--- src/rtl/core_dequant.sv ---
// ---------------------------------------------------------------------------
// core_dequant
//   Inverse of the core requantizer. Expands a stream of signed int8
//   activations back to wide signed fixed point:
//     odata = sat(((idata - zp) * scale) <<< shift)
//   Three-stage stallable pipeline (S1 subtract, S2 multiply, S3 shift and
//   saturate) with valid/ready on both sides and vector-boundary tagging.
//
// Ports
//   clk, rstn          clock, asynchronous active-low reset
//   cfg_dequant_zp     signed zero point
//   cfg_dequant_scale  unsigned scale
//   cfg_dequant_shift  left shift amount, 0..31
//   cfg_vec_len        elements per vector (0 behaves as 1)
//   idata/_valid/_ready  input stream (signed int8)
//   odata/_valid/_ready  output stream (signed, saturated)
//   odata_last         final element of a vector
//   busy               any pipeline stage holds valid data
//
// Optional build macro DEQUANT_SAT_CNT_EN adds:
//   cfg_sat_cnt_clr    synchronous clear of sat_cnt (wins over increment)
//   sat_cnt            saturating count of clipped output handshakes
// ---------------------------------------------------------------------------
module core_dequant #(
    parameter int IDATA_BIT         = 8,
    parameter int ODATA_WIDTH       = 25,
    parameter int CDATA_ZP_WIDTH    = 8,
    parameter int CDATA_SCALE_WIDTH = 10,
    parameter int CDATA_SHIFT_WIDTH = 5,
    parameter int CDATA_LEN_WIDTH   = 16
) (
    input  logic                         clk,
    input  logic                         rstn,
`ifdef DEQUANT_SAT_CNT_EN
    input  logic                         cfg_sat_cnt_clr,
    output logic [15:0]                  sat_cnt,
`endif
    input  logic [CDATA_ZP_WIDTH-1:0]    cfg_dequant_zp,
    input  logic [CDATA_SCALE_WIDTH-1:0] cfg_dequant_scale,
    input  logic [CDATA_SHIFT_WIDTH-1:0] cfg_dequant_shift,
    input  logic [CDATA_LEN_WIDTH-1:0]   cfg_vec_len,
    input  logic [IDATA_BIT-1:0]         idata,
    input  logic                         idata_valid,
    output logic                         idata_ready,
    output logic [ODATA_WIDTH-1:0]       odata,
    output logic                         odata_valid,
    input  logic                         odata_ready,
    output logic                         odata_last,
    output logic                         busy
);

    // One guard bit over the wider operand keeps the subtraction exact.
    localparam int DIFF_W = ((IDATA_BIT > CDATA_ZP_WIDTH) ? IDATA_BIT : CDATA_ZP_WIDTH) + 1;
    // Scale is zero-extended by one bit to become a non-negative signed operand.
    localparam int PROD_W = DIFF_W + CDATA_SCALE_WIDTH + 1;
    localparam int WIDE_W = PROD_W + (2 ** CDATA_SHIFT_WIDTH) - 1;

    localparam logic [ODATA_WIDTH-1:0] SAT_MAX = {1'b0, {(ODATA_WIDTH-1){1'b1}}};
    localparam logic [ODATA_WIDTH-1:0] SAT_MIN = {1'b1, {(ODATA_WIDTH-1){1'b0}}};

    // ---------------- pipeline control ----------------
    logic adv;
    logic s1_valid_q, s2_valid_q, s3_valid_q;

    // The whole pipeline moves in lockstep; a stalled output freezes every stage.
    assign adv         = ~s3_valid_q | odata_ready;
    assign idata_ready = adv;
    assign odata_valid = s3_valid_q;
    assign busy        = s1_valid_q | s2_valid_q | s3_valid_q;

    // ---------------- S1: subtract zero point ----------------
    logic signed [DIFF_W-1:0] idata_ext, zp_ext, diff_d, s1_diff_q;

    assign idata_ext = DIFF_W'($signed(idata));
    assign zp_ext    = DIFF_W'($signed(cfg_dequant_zp));
    assign diff_d    = idata_ext - zp_ext;

    // ---------------- S2: multiply by scale ----------------
    logic signed [PROD_W-1:0] diff_ext, scale_ext, prod_d, s2_prod_q;

    assign diff_ext  = PROD_W'(s1_diff_q);
    assign scale_ext = PROD_W'({1'b0, cfg_dequant_scale});
    assign prod_d    = diff_ext * scale_ext;

    // ---------------- S3: shift and saturate ----------------
    logic signed [WIDE_W-1:0]          wide;
    logic [WIDE_W-ODATA_WIDTH:0]       wide_upper;
    logic                              ovf;
    logic [ODATA_WIDTH-1:0]            odata_d, odata_q;

    assign wide       = WIDE_W'(s2_prod_q) <<< cfg_dequant_shift;
    // The value fits only if every bit above the output sign bit copies it.
    assign wide_upper = wide[WIDE_W-1:ODATA_WIDTH-1];
    assign ovf        = ~((&wide_upper) | ~(|wide_upper));
    assign odata_d    = ovf ? (wide[WIDE_W-1] ? SAT_MIN : SAT_MAX)
                            : wide[ODATA_WIDTH-1:0];
    assign odata      = odata_q;

    // NOTE: sequential state uses non-blocking assignments so every register
    // samples pre-edge values and stage order inside the block is irrelevant.
    always_ff @(posedge clk or negedge rstn) begin
        if (!rstn) begin
            s1_valid_q <= 1'b0;
            s2_valid_q <= 1'b0;
            s3_valid_q <= 1'b0;
            s1_diff_q  <= '0;
            s2_prod_q  <= '0;
            odata_q    <= '0;
        end else if (adv) begin
            s1_valid_q <= idata_valid;
            s2_valid_q <= s1_valid_q;
            s3_valid_q <= s2_valid_q;
            if (idata_valid) s1_diff_q <= diff_d;
            if (s1_valid_q)  s2_prod_q <= prod_d;
            if (s2_valid_q)  odata_q   <= odata_d;
        end
    end

    // ---------------- vector boundary tagging ----------------
    logic                       out_hs;
    logic [CDATA_LEN_WIDTH-1:0] len_m1;
    logic [CDATA_LEN_WIDTH-1:0] cnt_d, cnt_q;

    assign out_hs     = s3_valid_q & odata_ready;
    assign len_m1     = (cfg_vec_len == '0) ? '0 : cfg_vec_len - 1'b1;
    // Derived from the counter, which moves only on a handshake, so the tag
    // stays attached to the held beat during a stall.
    assign odata_last = s3_valid_q & (cnt_q == len_m1);

    // NOTE: every variable in always_comb gets a default first so no path
    // leaves it unassigned and infers a latch.
    always_comb begin
        cnt_d = cnt_q;
        if (out_hs) begin
            cnt_d = odata_last ? '0 : cnt_q + 1'b1;
        end
    end

    always_ff @(posedge clk or negedge rstn) begin
        if (!rstn) cnt_q <= '0;
        else       cnt_q <= cnt_d;
    end

`ifdef DEQUANT_SAT_CNT_EN
    // ---------------- saturation event counter ----------------
    logic        sat_q;
    logic [15:0] sat_cnt_d, sat_cnt_q;

    always_comb begin
        sat_cnt_d = sat_cnt_q;
        if (cfg_sat_cnt_clr) begin
            sat_cnt_d = '0;
        end else if (out_hs && sat_q && (sat_cnt_q != 16'hFFFF)) begin
            sat_cnt_d = sat_cnt_q + 16'd1;
        end
    end

    always_ff @(posedge clk or negedge rstn) begin
        if (!rstn) begin
            sat_q     <= 1'b0;
            sat_cnt_q <= '0;
        end else begin
            sat_cnt_q <= sat_cnt_d;
            // Clip flag travels with the S3 data it describes.
            if (adv && s2_valid_q) sat_q <= ovf;
        end
    end

    assign sat_cnt = sat_cnt_q;
`endif

endmodule

--- config.mk ---
export PLATFORM = sky130hd
export DESIGN_NAME = core_dequant
export DESIGN_NICKNAME = d
export VERILOG_FILES = /design/src/rtl/core_dequant.sv
export SDC_FILE = /design/constraint.sdc
export NUM_CORES = 1
export LEC_CHECK = 0
export ABC_AREA = 1
export ABC_CLOCK_PERIOD_IN_PS = 10250
export CAP_MARGIN = 30
export CORE_ASPECT_RATIO = 0.75
export CORE_MARGIN = 3
export CORE_UTILIZATION = 55
export DETAILED_ROUTE_END_ITERATION = 8
export HOLD_SLACK_MARGIN = 0.06
export PLACE_DENSITY = 0.74
export REMOVE_ABC_BUFFERS = 1
export SYNTH_ARGS = -nofsm -noshare
export SYNTH_HDL_FRONTEND = slang
export SYNTH_SLANG_ARGS = --single-unit
--- constraint.sdc ---
create_clock -name clk -period 10.25 [get_ports clk]
set_input_delay 2.5625 -clock clk [delete_from_list [all_inputs] [get_ports clk]]
set_output_delay 2.5625 -clock clk [all_outputs]
set_load 0.02 [all_outputs]
# [After elaboration in Yosys (flattened, before gate mapping)]
# Cells that the tools add are included.
[op_classes] add_sub_neg=3 n_mul=1 eq_ne=1 shifts=1 mux=4 bitwise_logic=8 n_reduce_logical=6
[op_table] operator="<<< shifter 20 x 5 -> 51 bit" count=1
[op_table] operator="two-way mux 25 bit" count=2
[op_table] operator="two-way mux 16 bit" count=2
[op_table] operator="AND reduction 27 bit" count=1
[op_table] operator="OR reduction 27 bit" count=1
[op_table] operator="multiplier 9 x 11 -> 20 bit" count=1
[op_table] operator="adder 16 x 1 -> 16 bit, second input constant" count=1
[op_table] operator="equality test 16 bit" count=1
[op_table] operator="logical NOT 16 bit" count=1
[op_table] operator="subtractor 16 x 1 -> 16 bit, second input constant" count=1
[op_table] operator="subtractor 8 x 8 -> 9 bit" count=1
[op_table] operator="AND reduction 2 bit" count=3
[op_table] operator="bitwise OR 1 bit" count=4
[op_table] operator="AND 1 bit" count=2
[op_table] operator="inverter 1 bit" count=2
[totals] register_bits=73 input_bits=51 wordCells=31

# [Depth between registers and ports, before layout]
[logic_depth] word_depth=5 mapped_depth=23

# [Worst setup path before layout]
# No wires, ideal clock.
[synth_path] kind="input-to-reg" startpoint="input port cfg_dequant_scale[0]" endpoint="register s2_prod_q[19]" setup_ns=0.132 t_arrival_ns=7.111 slack_ns=3.007 cell_stages=17 cell_sequence="clkbuf_1 or2_2 fa_1 fa_1 inv_1 fa_1 fa_1 fa_1 ha_1 a21oi_1 o21ai_0 a21o_1 a21oi_1 o21ai_0 or2_2 nand3_1 o21ai_0"
[synth_via] elab_chain_len=1
[synth_lines] element="start, declared" line_no="39" source="input logic [CDATA_SCALE_WIDTH-1:0] cfg_dequant_scale,"
[synth_lines] element="multiplier 9 x 11 -> 20 bit" line_no="83" source="assign prod_d = diff_ext * scale_ext;"
[synth_lines] element="end signal, assigned" line_no="114" source="if (s1_valid_q) s2_prod_q <= prod_d;"
[synth_lines] element="end, declared" line_no="79" source="logic signed [PROD_W-1:0] diff_ext, scale_ext, prod_d, s2_prod_q;"
# Every way passes these cells.
# A chain may end at the register's enable or synchronous reset.

# [Worst setup path in the final report]
[layout_path] startpoint="input port cfg_vec_len[0]" endpoint="output port odata_last"
[layout_via] elab_chain_len=4 word_cells_on_any_way=5 cone_classes="add/sub: 1; eq/ne: 1; mux: 1; bitwise: 1; reduce/logical: 1"
[layout_lines] element="start, declared" line_no="41" source="input logic [CDATA_LEN_WIDTH-1:0] cfg_vec_len,"
[layout_lines] element="subtractor 16 x 1 -> 16 bit or logical NOT 16 bit (tied branches)" line_no="125" source="assign len_m1 = (cfg_vec_len == '0) ? '0 : cfg_vec_len - 1'b1;"
[layout_lines] element="two-way mux 16 bit *" line_no="125"
[layout_lines] element="equality test 16 bit *" line_no="128" source="assign odata_last = s3_valid_q & (cnt_q == len_m1);"
[layout_lines] element="AND 1 bit *" line_no="128"
[layout_lines] element="end, declared" line_no="48" source="output logic odata_last,"
# Mark *: on every way between the ends. The rest lies on a longest branch, timed or not.

==> metrics.md <==
| Metric | Value |
|---|---|
| LEAKAGE | 0.00546 µW |
| Peak VDD IR | 0.365 mV |
| Status | complete, no violations |
| IO Pins | 80 |
| First-pass GRT wire length | 36800 µm |
| Worst clock skew | 0.0109 ns |
| Required @ worst endpoint | 7.69 ns |
| Grt ovf | 0 |
| Unrepaired setup endpoints after global routing | no |
| Met2 Use GR | 37.1% |
| Initial antenna violation count | 0 |
| Post-detail-place hpwl | 16400 µm |
| Cts bufs inserted | 9 |
| Fin. max-slew vios | 0 |
| Final Hold Fails | 0 |
| Final period util | 80.8% |
| CP cell instances | clkdlybuf4s50_1 -> inv_1 -> ha_1 -> nand2_1 -> nor2_1 -> nand2_2 -> nand3b_1 -> nand2_1 -> nor3_1 -> nand3b_1 -> nor2_1 -> nand3_1 -> nor2_4 -> clkdlybuf4s50_1 |
| Final ANT Viol Nets | 0 |
| CTS Buffer Depth | 2 |
| Drt initial violations | 688 |
| Slew of the pin with the lowest slew margin | 0.748 ns |
| Layout cells sized above 1 | 3.43% |
| Die width | 153 µm |
| Syn-to-layout area delta | 12.2% |
| Sequential-to-total area share from yosys stat | 20.6% |
| Vias in the first global route | 7838 |
| Busiest grt layer | met1 |
| Post-CTS setup buffers | 0 |
| Starting density of the core | 57.1% |
| Synth Register Bits | 73 |
| Slowest CP cell | clkdlybuf4s50_1 |
| Critical path launch point type | input pin |
| Synth Cell Area | 8860 µm² |
| Yosys warnings | 0 |
| Crit end category | primary output |
| Clk root buf | clkbuf_16 |
| Drt total wl | 20900 µm |
| Die ar. | 17700 µm² |
| Min Tclk post-route | 8.28 ns |
| Fin util | 64.1% |
| Core Region | 15500 µm² |
| DR pass1 iterations | 6 |
| Largest net degree at the start of global routing | 74 |
| Top_reg_cell synth | dfrtp_1 |
| GR met3 Demand/Resource | 4.82% |
| Crit Path Max Fanout | 18 |
| Slowest stage delay, CP | 0.71 ns |
| M1 GR Usage | 37.6% |
| Final Net Count | 1541 |
| Clk Latency, worst-skew pair | 0.35 ns |
| Mapped Cells | 1328 |
| Power Dens Cells | 316 nW/µm² |
| Overall Global Routing Usage | 24.7% |
| Diodes inserted | 0 |
| Critical Path AT | 5.72 ns |
| Placer congestion estimate | 0.968 |
| Setup TNS | 0 ns |
| Cell Rows | 39 |
| Hold WC Path Type | reg2reg |
| Worst slew margin | 49.8% |
| Avg Cell Area, Syn | 6.67 µm² |
| Via Count | 8371 |
| IO buf count | 79 |
| Netlist cell types | 37 |
| MaxCap Viol Count | 0 |
| EDFF count, synth | 0 |
| TritonCTS clock tree | done |
| Crit path kind | in2out |
| DRC | 0 |
| Final Setup Violations | 0 |
| Clock Sinks | 73 |
| Clock transition at path regs | 0.07 ns |
| F_max | 121 MHz |
| Vias/cell | 5.31 |
| Drt wl/cell | 13.3 µm |
| H-tree levels | 3 |
| Die Y | 116 µm |
| # hold bufs at CTS | 0 |
| Post-synth ARST share | 100% |
| Number of instances resized during post-cts repair | 0 |
[final timing paths]
kind	slack [ns]	from	endpoint	cells past startpoint
min reg2reg	0.48	odata[9]	odata[9]	2
max	1.97	cfg_vec_len[0]	odata_last	14
min in group asynchronous	2.06	rstn	odata[14]	1
max reg2reg	4.74	s1_diff_q[8]	s2_prod_q[19]	17
min	0.48	odata[9]	odata[9]	2
max in group asynchronous	7.64	rstn	s2_prod_q[15]	2
[worst max-delay path: cells and delay by family]
family / cells / cell delay [ns]
adder cells (fa/ha/maj): 1 / 0.20
buffers and inverters: 3 / 1.23
AND/OR/NAND/NOR: 10 / 1.71
[cell type report]
class,count,area (µm²)
multi-input cells,1016,6040
fillers,1449,5580
flip-flops and latches,73,1830
repair buffers,86,861
inverters,179,672
well taps,205,256
clock buffers,9,225
clock inverters,7,60.1
[cell usage after synthesis (2+ instances only)]
cell type  count  area (µm²)
a21o_1         2        15.0
a21oi_1       33         165
a21oi_2       10        87.6
buf_1          5        18.8
buf_2         13        65.1
buf_4          8        60.1
buf_6          7        78.8
clkbuf_1      27         101
clkinv_1       4        15.0
dfrtp_1       73        1830
fa_1          58        1160
ha_1          67         838
inv_1        173         649
inv_2          2        7.51
nand2_1      486        1820
nand3_1      160         801
nand3b_1       6        45.0
nand4_1       10        62.6
nor2_1        65         244
nor3_1        10        50.1
nor4_1         2        12.5
o21ai_0       49         245
o21bai_1       2        15.0
or2_2          5        31.3
xnor2_1       10        87.6
xor2_1        30         263
[per-stage QoR]
stage | setup WS, ns | hold slack [ns] | total power (µW) | std cells | cell area (µm²)
after floorplan | 3.17 | 0.444 | 2260 | 1268 | 8540
after global placement | 2.04 | 0.463 | 2780 | 1557 | 9620
after detailed placement | 1.96 | 0.465 | 2820 | 1558 | 9630
after CTS | 1.95 | 0.483 | 3150 | 1574 | 9910
after global routing | 1.65 | 0.498 | 3540 | 1575 | 9940
final | 1.97 | 0.478 | 3140 | 1575 | 9940
[kinds of logic after synthesis]
logic type	Yosys count	share of synthesized area (%)
AND/OR/NAND/NOR	751	35.3
buffers and inverters	239	11.2
adder cells (fa/ha/maj)	125	22.6
AO/OA/AOI/OAI	100	6.30
flip-flops	73	20.6
XOR/XNOR	40	3.95
[cells in the final DEF, fill, tap and decap left out, drive strengths merged]
cell and count:
xnor2 10, nor3 11, o21ai 50, buf 8
clkinvlp 1, inv 178, or2 6, a22oi 1
o21bai 2, o211a 1, nor2 67, nand3b 6
o31ai 1, ha 67, a21o 2, nand3 161
a21oi 43, xor2 30, nand2 488, clkdlybuf4s50 78
clkinv 7, dfrtp 73, clkbuf 9, fa 58
nor4 2, nand4 10
[routing by layer]
metal	part of all wire, %	vias to the layer above
met3	7.4	15
met5	0	-
met1	50	3851
met4	0.94	0
met2	42	280
li1	-	4225
[state kept, by name, summed over array words and instances, names as in the netlist]
name,count
s1_valid_q,1
odata_valid,1
s2_prod_q,20
s1_diff_q,9
odata,25
cnt_q,16
s2_valid_q,1
[report_power, final]
part / switching [µW] / internal, µW
registers: 119 / 412
logic: 1340 / 955
clock network: 140 / 168
total: 1600 / 1530
(Power assumes the default switching activity.)
